--- src/rtl/ifid_skid_reg_pkg.sv ---
// Shared IF/ID pipeline definitions: control state encoding and the default bubble instruction.
package ifid_skid_reg_pkg;

    typedef enum logic [1:0] {
        EMPTY = 2'd0,
        ONE   = 2'd1,
        FULL  = 2'd2
    } state_t;

    // MIPS sll $0,$0,0
    localparam logic [31:0] NOP_INS_MIPS = 32'h0000_0000;

endpackage

--- src/rtl/pipe_skid_entry.sv ---
// One pipeline holding slot {valid, ins, pc}; clear drops only the valid bit, data is kept.
module pipe_skid_entry #(
    parameter int unsigned INS_W = 32,
    parameter int unsigned PC_W  = 32
) (
    input  logic             clk,
    input  logic             rst,
    input  logic             clear,
    input  logic             load,
    input  logic [INS_W-1:0] d_ins,
    input  logic [PC_W-1:0]  d_pc,
    output logic             valid,
    output logic [INS_W-1:0] ins,
    output logic [PC_W-1:0]  pc
);

    always_ff @(posedge clk) begin
        if (rst) begin
            valid <= 1'b0;
            ins   <= '0;
            pc    <= '0;
        end else if (clear) begin
            valid <= 1'b0;
        end else if (load) begin
            valid <= 1'b1;
            ins   <= d_ins;
            pc    <= d_pc;
        end
    end

endmodule

--- src/rtl/ifid_skid_reg.sv ---
// IF/ID pipeline register with 2-entry skid buffer, redirect flush and saturating stall counter.
module ifid_skid_reg
    import ifid_skid_reg_pkg::*;
#(
    parameter int unsigned      INS_W   = 32,
    parameter int unsigned      PC_W    = 32,
    parameter logic [INS_W-1:0] NOP_INS = INS_W'(NOP_INS_MIPS),
    parameter int unsigned      CNT_W   = 16
) (
    input  logic             clk,
    input  logic             rst,
    input  logic             in_valid,
    output logic             in_ready,
    input  logic [INS_W-1:0] in_ins,
    input  logic [PC_W-1:0]  in_pc,
    input  logic             flush,
    output logic             out_valid,
    input  logic             out_ready,
    output logic [INS_W-1:0] out_ins,
    output logic [PC_W-1:0]  out_pc,
    output logic [CNT_W-1:0] stall_cnt
);

    state_t state, state_nxt;

    logic             push, pop;
    logic             main_load, main_clr, skid_load, skid_clr;
    logic             main_valid, skid_valid;
    logic [INS_W-1:0] main_ins, skid_ins, main_d_ins;
    logic [PC_W-1:0]  main_pc, skid_pc, main_d_pc;

    assign push = in_valid & in_ready;
    assign pop  = main_valid & out_ready;

    // Main refills from the skid slot when it holds the next-older instruction.
    assign main_d_ins = skid_valid ? skid_ins : in_ins;
    assign main_d_pc  = skid_valid ? skid_pc  : in_pc;

    always_ff @(posedge clk) begin
        if (rst) state <= EMPTY;
        else     state <= state_nxt;
    end

    always_comb begin
        state_nxt = state;
        main_load = 1'b0;
        main_clr  = 1'b0;
        skid_load = 1'b0;
        skid_clr  = 1'b0;
        if (flush) begin
            state_nxt = EMPTY;
            main_clr  = 1'b1;
            skid_clr  = 1'b1;
        end else begin
            case (state)
                EMPTY: begin
                    if (push) begin
                        state_nxt = ONE;
                        main_load = 1'b1;
                    end
                end
                ONE: begin
                    if (push && !pop) begin
                        state_nxt = FULL;
                        skid_load = 1'b1;
                    end else if (push && pop) begin
                        main_load = 1'b1;
                    end else if (pop) begin
                        state_nxt = EMPTY;
                        main_clr  = 1'b1;
                    end
                end
                FULL: begin
                    if (pop) begin
                        state_nxt = ONE;
                        main_load = 1'b1;
                        skid_clr  = 1'b1;
                    end
                end
                default: state_nxt = EMPTY;
            endcase
        end
    end

    always_ff @(posedge clk) begin
        if (rst) in_ready <= 1'b1;
        else     in_ready <= (state_nxt != FULL);
    end

    always_ff @(posedge clk) begin
        if (rst)
            stall_cnt <= '0;
        else if (main_valid && !out_ready && (stall_cnt != {CNT_W{1'b1}}))
            stall_cnt <= stall_cnt + CNT_W'(1);
    end

    pipe_skid_entry #(.INS_W(INS_W), .PC_W(PC_W)) u_main (
        .clk   (clk),
        .rst   (rst),
        .clear (main_clr),
        .load  (main_load),
        .d_ins (main_d_ins),
        .d_pc  (main_d_pc),
        .valid (main_valid),
        .ins   (main_ins),
        .pc    (main_pc)
    );

    pipe_skid_entry #(.INS_W(INS_W), .PC_W(PC_W)) u_skid (
        .clk   (clk),
        .rst   (rst),
        .clear (skid_clr),
        .load  (skid_load),
        .d_ins (in_ins),
        .d_pc  (in_pc),
        .valid (skid_valid),
        .ins   (skid_ins),
        .pc    (skid_pc)
    );

    assign out_valid = main_valid;
    assign out_ins   = main_valid ? main_ins : NOP_INS;
    assign out_pc    = main_pc;

endmodule

--- config.mk ---
export PLATFORM = sky130hd
export DESIGN_NAME = ifid_skid_reg
export DESIGN_NICKNAME = d
export VERILOG_FILES = /design/src/rtl/ifid_skid_reg_pkg.sv /design/src/rtl/pipe_skid_entry.sv /design/src/rtl/ifid_skid_reg.sv
export SDC_FILE = /design/constraint.sdc
export NUM_CORES = 1
export LEC_CHECK = 0
export CORE_UTILIZATION = 51
export CTS_BUF_LIST = sky130_fd_sc_hd__clkbuf_16
export DETAILED_ROUTE_END_ITERATION = 10
export GPL_TIMING_DRIVEN = 0
export HOLD_SLACK_MARGIN = 0.1
export PLACE_DENSITY = 0.91
export SLEW_MARGIN = 20
export SYNTH_ARGS = -nofsm -noshare
export SYNTH_HDL_FRONTEND = slang
export SYNTH_SLANG_ARGS = --single-unit
--- constraint.sdc ---
create_clock -name clk -period 2.7 [get_ports clk]
set_input_delay 0.27 -clock clk [delete_from_list [all_inputs] [get_ports clk]]
set_output_delay 0.27 -clock clk [all_outputs]
set_load 0.005 [all_outputs]
* Word level (Yosys, flattened, before mapping)
Index checks and enable logic that the tools add are counted.
** Storage, ports and cells
- Output and inout port bits :: 82
- Input port bits :: 69
- Register bits :: 149
** Operators by class
- Bitwise gates (word level) :: 4
- Reduce and logical (&&, ||, !) cells :: 11
- Eq/ne operators :: 4
- Muxes and demuxes :: 25
- Add/subtract/negate cells :: 1
** Operators with widths (count)
- $mux 32 :: 3
- $add 16x1->16 const B :: 1
- $ne 16x16->1 const B :: 1
- $mux 1 :: 14
- $mux 2 :: 6
- $pmux 2 s3 :: 1
- $logic_and 1x1->1 :: 4
- $reduce_and 2->1 :: 2
- $reduce_or 2->1 :: 2
- $pmux 1 s3 :: 1
- $and 1x1->1 :: 2
- $eq 2x1->1 const B :: 1
- $eq 2x2->1 const B :: 1
- $logic_not 1->1 :: 2
- $logic_not 2->1 :: 1
- $ne 2x2->1 const B :: 1
- $not 1->1 :: 2

* Longest topological paths before layout
Gate-level depths: netlist (run 1).
- Depth in word-level cells :: 8
- Mapped depth :: 7

* By module
From an unflattened synthesis (run 1), not the netlist that was laid out.
** Second synthesis, totals
- Cells, all modules :: 820
- Area, all modules :: 8406.8 um^2
** By module, submodules not included
- pipe_skid_entry :: cells an instance 295, times used 2, sequential area each 1301.2 um^2, area an instance 3194.3 um^2
- ifid_skid_reg :: cells an instance 230, times used 1, sequential area each 380.4 um^2, area an instance 2018.2 um^2

* Least setup slack after synthesis (run 1)
OpenSTA, ideal clock, no wires.
- Kind :: reg2reg
- From :: register stall_cnt[0]
- To :: register stall_cnt[1]
- Clock period less this slack :: 1.881 ns
- Data arrival time :: 1.753 ns
- Slack :: 0.819 ns
- Cell stages (with the launch flop) :: 7
- Cells stage by stage :: dfxtp_1 > ha_1 > nand4_1 > o41ai_1 > buf_2 > mux2i_1 > nor2_1
** On the way
- Word-level cells in the longest chain between the ends :: 2
- Elaborated cells on any way between the ends :: 3
- Classes of those cells :: add/sub (1); eq/ne (1); reduce/logical (1)
** Ends and longest elaborated chain
- start: declaration :: line ifid_skid_reg.sv:21 : output logic [CNT_W-1:0] stall_cnt
- start signal: assignment :: line ifid_skid_reg.sv:94 : stall_cnt <= stall_cnt + CNT_W'(1);
- branches (longest 2 deep; another with $add 16x1->16)
Parallel ways; which one is timed is not known.
A chain may end at the register's enable or synchronous reset.

* Worst setup path in the final report (run 1)
- From :: register u_main.valid
- To :: output out_ins[22]
** On the way
- Word-level cells in the longest chain between the ends :: 1
** Ends and longest elaborated chain
- start: declaration :: line pipe_skid_entry.sv:12 : output logic valid,
- start signal: assignment :: line pipe_skid_entry.sv:19 : valid <= 1'b0;
- start signal: assignment :: line pipe_skid_entry.sv:23 : valid <= 1'b0;
- start signal: assignment :: line pipe_skid_entry.sv:25 : valid <= 1'b1;
- $mux 32 :: line ifid_skid_reg.sv:122 : assign out_ins = main_valid ? main_ins : NOP_INS;
- end: declaration :: line ifid_skid_reg.sv:19 : output logic [INS_W-1:0] out_ins,
No other way between the ends.

==> results.md, run 1 <==
* Setup TNS at 0 ns
* Overall Power at 0.00517 W
* Outcome: completed
* DRC violations left at 0
* Hold Path Cell Cnt at 3
* Ys Warns at 0
* Clock skew at 0.00843 ns
* Pins Over Slew Limit at 0
* Final setup fails at 0
* Library cells used by synthesis at 39
* Via density at 5.28
* Peak VDD IR at 0.404 mV
* Layout area overhead at 33.2%
* Die Y-Extent at 118 microns
* Fin nets at 1031
* Post-synth EDFFs at 0
* Core Box Area at 0.0132 sq mm
* Routed len/inst at 14.9 microns
* Pwr per Cell Area at 561 mW/mm^2
* Antenna violations before repair at 0
* RSZ-0062 raised after global routing: false
* Leakage at 3.31 nW
* Die area at 0.0140 sq mm
* Num CTS Buffers at 17
* Worst slew pin tran at 0.736 ns
* Period utilization at 0.878
* Final hold violation count at 0
* Largest net degree at the start of global routing at 17
* Ant diodes at 0
* Reg-to-reg endpoint: stall_cnt[1]
* Reg2Reg Setup Slack at 0.54 ns
* Crit Path Class: reg2out
* Critical path launch point type: flip-flop
* Clock Tree Buf Depth at 2
* CTS tree: built
* Port Buf Inserts at 149
* Post-cts resize count at 0
* Crit path max fanout at 10
* Worst skew pair latency at 0.43 ns
* Hold Path Class: in2reg
* Final HPWL DP at 11700 microns
* HP Start: rst
* Critical Path End Type: output port
* Yosys top cell by area: dfxtp_1
* Vias in the first global route at 5822
* Area fraction of the dominant cell type after synthesis at 0.431
* I/O pin cnt at 151
* Seq/Total Area, Yosys at 0.431
* Top cells by area, synth: dfxtp_1 43%, mux2_2 11%, mux2i_1 9.6%
* Initial Utilization at 0.522
* CTS root buffer: clkbuf_16
* Total track usage at 0.251
* FFs w/ async S/R, synth at 0
* DRT antenna net count at 0
* CTS Sinks at 149
* Min cycle time layout at 2.37 ns
* First-pass DRT Iterations at 5
* H-tree depth at 4
* Net Count, Synth at 863
* Drt total wl at 17100 microns
* Most used flip-flop cell after synthesis: dfxtp_1
* CTS clk-pin slew, worst paths at 0.06 ns
* Die width at 118 microns
* Via count at 6071
* Max Fclk at 0.422 GHz
* Syn Inst Count at 793
* Setup Buffers After CTS at 0
* Max-cap violation count at 0
* Synth Register Bits at 149
* Post-Syn Area at 0.00692 sq mm
* Worst r2r path cells at 6
* CP Data Arrival Time at 2.10 ns
* First-pass GRT wire length at 27800 microns
* Worst Hold End: u_main.ins[16]
* Hold buffer count at CTS at 0
* Share of cells above drive strength 1 at 0.118
* Avg Inst Size Synth at 8.72 sq um
* CP required at 2.43 ns
* Max transition margin at 0.509
* DRT iter0 DRCs at 438
* Core Util, Final at 0.696
* Std-Cell Rows at 42
* Overflow left after global routing at 0
* RD Place Congestion at 0.847
* Launching point of the worst reg2reg path: stall_cnt[0]
critical path, stage by stage, from the launching register on:
cell             delay (ns)
dfxtp_1                0.36
buf_4                  0.21
clkbuf_1               0.36
and2_1                 0.23
clkdlybuf4s50_1        0.51
how the worst max path moves through the flow:
stage                    endpoint  slack [ns]  cells after the start         start
floorplan            stall_cnt[1]        0.82                      6  stall_cnt[0]
global placement    u_skid.pc[22]        0.28                      7     out_ready
detailed placement  u_skid.pc[30]        0.22                      7     out_ready
CTS                   out_ins[22]        0.35                      4  u_main.valid
global route          out_ins[22]        0.25                      4  u_main.valid
finish                out_ins[22]        0.33                      4  u_main.valid
state kept, by name (all words and copies together) (netlist names):
name and count:
u_skid.ins 32, u_main.pc 32, u_skid.valid 1, in_ready 1
state 2, u_main.valid 1, stall_cnt 16, u_main.ins 32
u_skid.pc 32
report_power, final:
group / internal, W / switching (W) / total (W)
sequential: 0.00227 / 0.0000340 / 0.00230
combinational: 0.000275 / 0.000226 / 0.000502
clock: 0.00144 / 0.000926 / 0.00236
cell usage in the layout, fill, tap and decap left out, drive strengths merged, types with 24 or more instances in the layout:
cell,netlist,routed
dfxtp,149,149
clkdlybuf4s50,0,149
nand2,134,134
a21oi,77,77
nor2,74,74
nor2b,67,67
mux2i,66,66
mux2,66,66
clkbuf,36,53
and2,33,33
buf,24,24
per-stage QoR:
stage	hold slack, ns	area, sq um	instances	worst slack (ns)
2_1_floorplan	0.349	6920	793	0.819
3_3_place_gp	0.441	8630	1118	0.281
3_5_place_dp	0.446	8630	1118	0.222
4_1_cts	0.356	9210	1150	0.346
5_1_grt	0.381	9210	1150	0.253
6_report	0.363	9210	1150	0.331
layout make-up:
class / instances / area (sq um)
fillers: 1039 / 4030
multi-input cells: 580 / 3670
flip-flops and latches: 149 / 2980
repair buffers: 149 / 1490
clock buffers: 17 / 425
plain buffers: 60 / 249
well taps: 176 / 220
clock inverters: 15 / 161
inverters: 4 / 15.0
cells by family after synthesis:
group           after synthesis  share of synthesized area
simple gates                348                      0.247
flops                       149                      0.431
xor+xnor                      2                    0.00253
fa+ha+maj                     1                    0.00181
mux                         132                      0.203
buf+inv                      64                     0.0382
compound gates               97                     0.0760
synth_stat cells (6+ instances only):
cell / number
buf_2: 16
mux2i_1: 66
nand2_1: 134
buf_1: 7
clkbuf_1: 36
nor2b_1: 67
a21oi_1: 77
nor2_1: 74
and2_1: 33
mux2_2: 66
or4_1: 7
nand3_1: 9
nand4_1: 6
dfxtp_1: 149
o31ai_1: 6
per-layer routing:
layer | share of wire | vias to the layer above | GRT usage
li1 | - | 3001 | -
met5 | 0 | - | 0
met4 | 0.020 | 0 | 0.108
met2 | 0.49 | 206 | 0.418
met1 | 0.44 | 2834 | 0.310
met3 | 0.055 | 30 | 0.0589
Power figures use the tool's default switching activity.
==> run 2: changes to the inputs <==
- SKIP_CTS_REPAIR_TIMING: default -> 1
==> results of run 2 <==
No change in the layout: final DEF, timing and power equal those of run 1.
==> run 3: changes to the inputs <==
- CORE_UTILIZATION: 51 -> 55
- CTS_CLUSTER_SIZE: default -> 8
- PLACE_DENSITY: 0.91 -> 0.95
- clock period: 2.7 -> 2.8 ns (I/O delays scaled with it)
==> results.md, run 3 (synthesis gave the netlist of run 1 again) <==
* Fin nets at 1031
* DRT antenna net count at 0
* Initial Utilization at 0.571
* Clock Tree Buf Depth at 2
* Hold Path Cell Cnt at 3
* Overall Power at 0.00494 W
* Met2 usage at 0.474
* Pre-CTS WS at 0.301 ns
* Ant diodes at 0
* Max-cap violation count at 0
* Port Buf Inserts at 149
* Min cycle time layout at 2.33 ns
* Leakage at 3.32 nW
* Std-Cell Rows at 40
* Crit path max fanout at 10
* Peak VDD IR at 0.483 mV
* Clock skew at 0.00906 ns
* Period utilization at 0.831
* Setup TNS at 0 ns
* Worst skew pair latency at 0.43 ns
* I/O pin cnt at 151
* Max Fclk at 0.430 GHz
* Multi-input logic area at 0.00367 sq mm
* Launching point of the worst reg2reg path: stall_cnt[0]
* Final setup fails at 0
* First-pass DRT Iterations at 7
* Routed len/inst at 15.4 microns
* Layout area overhead at 32.9%
* CTS root buffer: clkbuf_16
* Most frequent cells in the layout: 149 x dfxtp_1, 149 x clkdlybuf4s50_1, 134 x nand2_1
* Worst slew pin tran at 0.778 ns
* DRC violations left at 0
* Fill cells at 817
* CP Data Arrival Time at 2.05 ns
* Crit Path Class: reg2out
* Core Box Area at 0.0121 sq mm
* CTS Sinks at 149
* RSZ-0062 raised after global routing: false
* Met1 Usage GRT at 0.343
* Critical path launch point type: flip-flop
* Final HPWL DP at 12000 microns
* Die area at 0.0130 sq mm
* Largest net degree at the start of global routing at 17
* Die Y-Extent at 114 microns
* Setup ws final at 0.473 ns
* Final hold violation count at 0
* Num CTS Buffers at 17
* Max transition margin at 0.481
* First-pass GRT wire length at 28600 microns
* Die width at 114 microns
* Antenna violations before repair at 0
* Total track usage at 0.281
* Met3 Track Usage GR at 0.0630
* Drt total wl at 17600 microns
* Worst Hold End: u_main.ins[3]
* Via count at 6187
* Pins Over Slew Limit at 0
* Sequential cell area at 0.00298 sq mm
* H-tree depth at 4
* RD Place Congestion at 0.860
* Global route hottest layer: met2
* Overflow left after global routing at 0
* Share of cells above drive strength 1 at 0.114
* Vias in the first global route at 5991
* CTS tree: built
* Via density at 5.42
* HP Start: rst
* DRT iter0 DRCs at 373
* Reg2Reg Setup Slack at 0.59 ns
* Hold Path Class: in2reg
* Pwr per Cell Area at 537 mW/mm^2
* Reg-to-reg endpoint: stall_cnt[1]
* CTS clk-pin slew, worst paths at 0.06 ns
* Worst r2r path cells at 6
* CP required at 2.52 ns
* Critical Path End Type: output port
* Outcome: completed
==> run 3: changes by cell type in the layout (fill, tap and decap cells not counted) <==
cell / before / now
clkinv_2: 3 / 1
inv_1: 4 / 8
inv_6: 2 / 0
==> run 3: layout make-up <==
type                       count  area share
clock buffer                  17      0.0463
multi-input combinational    580       0.399
clock inverter                15      0.0162
sequential                   149       0.325
inverter                       4     0.00163
buffer                        60      0.0271
tap                          168      0.0229
timing repair buffer         149       0.162
==> run 3: how the worst max path moves through the flow <==
stage / end / startpoint / slack (ns) / depth (start not counted)
final: out_ins[22] / u_main.valid / 0.47 / 4
after global routing: stall_cnt[4] / stall_cnt[0] / 0.31 / 6
after CTS: out_ins[26] / u_main.valid / 0.44 / 4
after detailed placement: u_skid.pc[9] / out_ready / 0.30 / 7
after global placement: u_skid.pc[24] / out_ready / 0.37 / 7
after floorplan: stall_cnt[1] / stall_cnt[0] / 0.92 / 6
==> run 3: critical path: stages, from the launching register on <==
cell and delay, ns:
dfxtp_1 0.35, buf_4 0.20, clkbuf_1 0.35, and2_1 0.18, clkdlybuf4s50_1 0.53
==> run 3: metal layers <==
| metal | wire length (microns) | share of wire |
|---|---|---|
| met4 | 389 | 0.022 |
| met2 | 8680 | 0.49 |
| met1 | 7560 | 0.43 |
| met5 | 0 | 0 |
| met3 | 1020 | 0.058 |
==> run 3: report_power, final <==
group	total, W	internal, W	leakage [nW]	switching, W
logic	0.000486	0.000266	1.82	0.000221
registers	0.00222	0.00219	1.21	0.0000328
clock network	0.00223	0.00137	0.288	0.000861
==> run 3: metrics by stage <==
step	hold WS (ns)	instance area, sq um	std cells	util
2_1_floorplan	0.359	6920	793	-
3_3_place_gp	0.440	8620	1110	0.711
3_5_place_dp	0.446	8620	1110	0.711
4_1_cts	0.378	9190	1142	0.759
5_1_grt	0.421	9190	1142	0.759
6_report	0.398	9190	1142	0.759
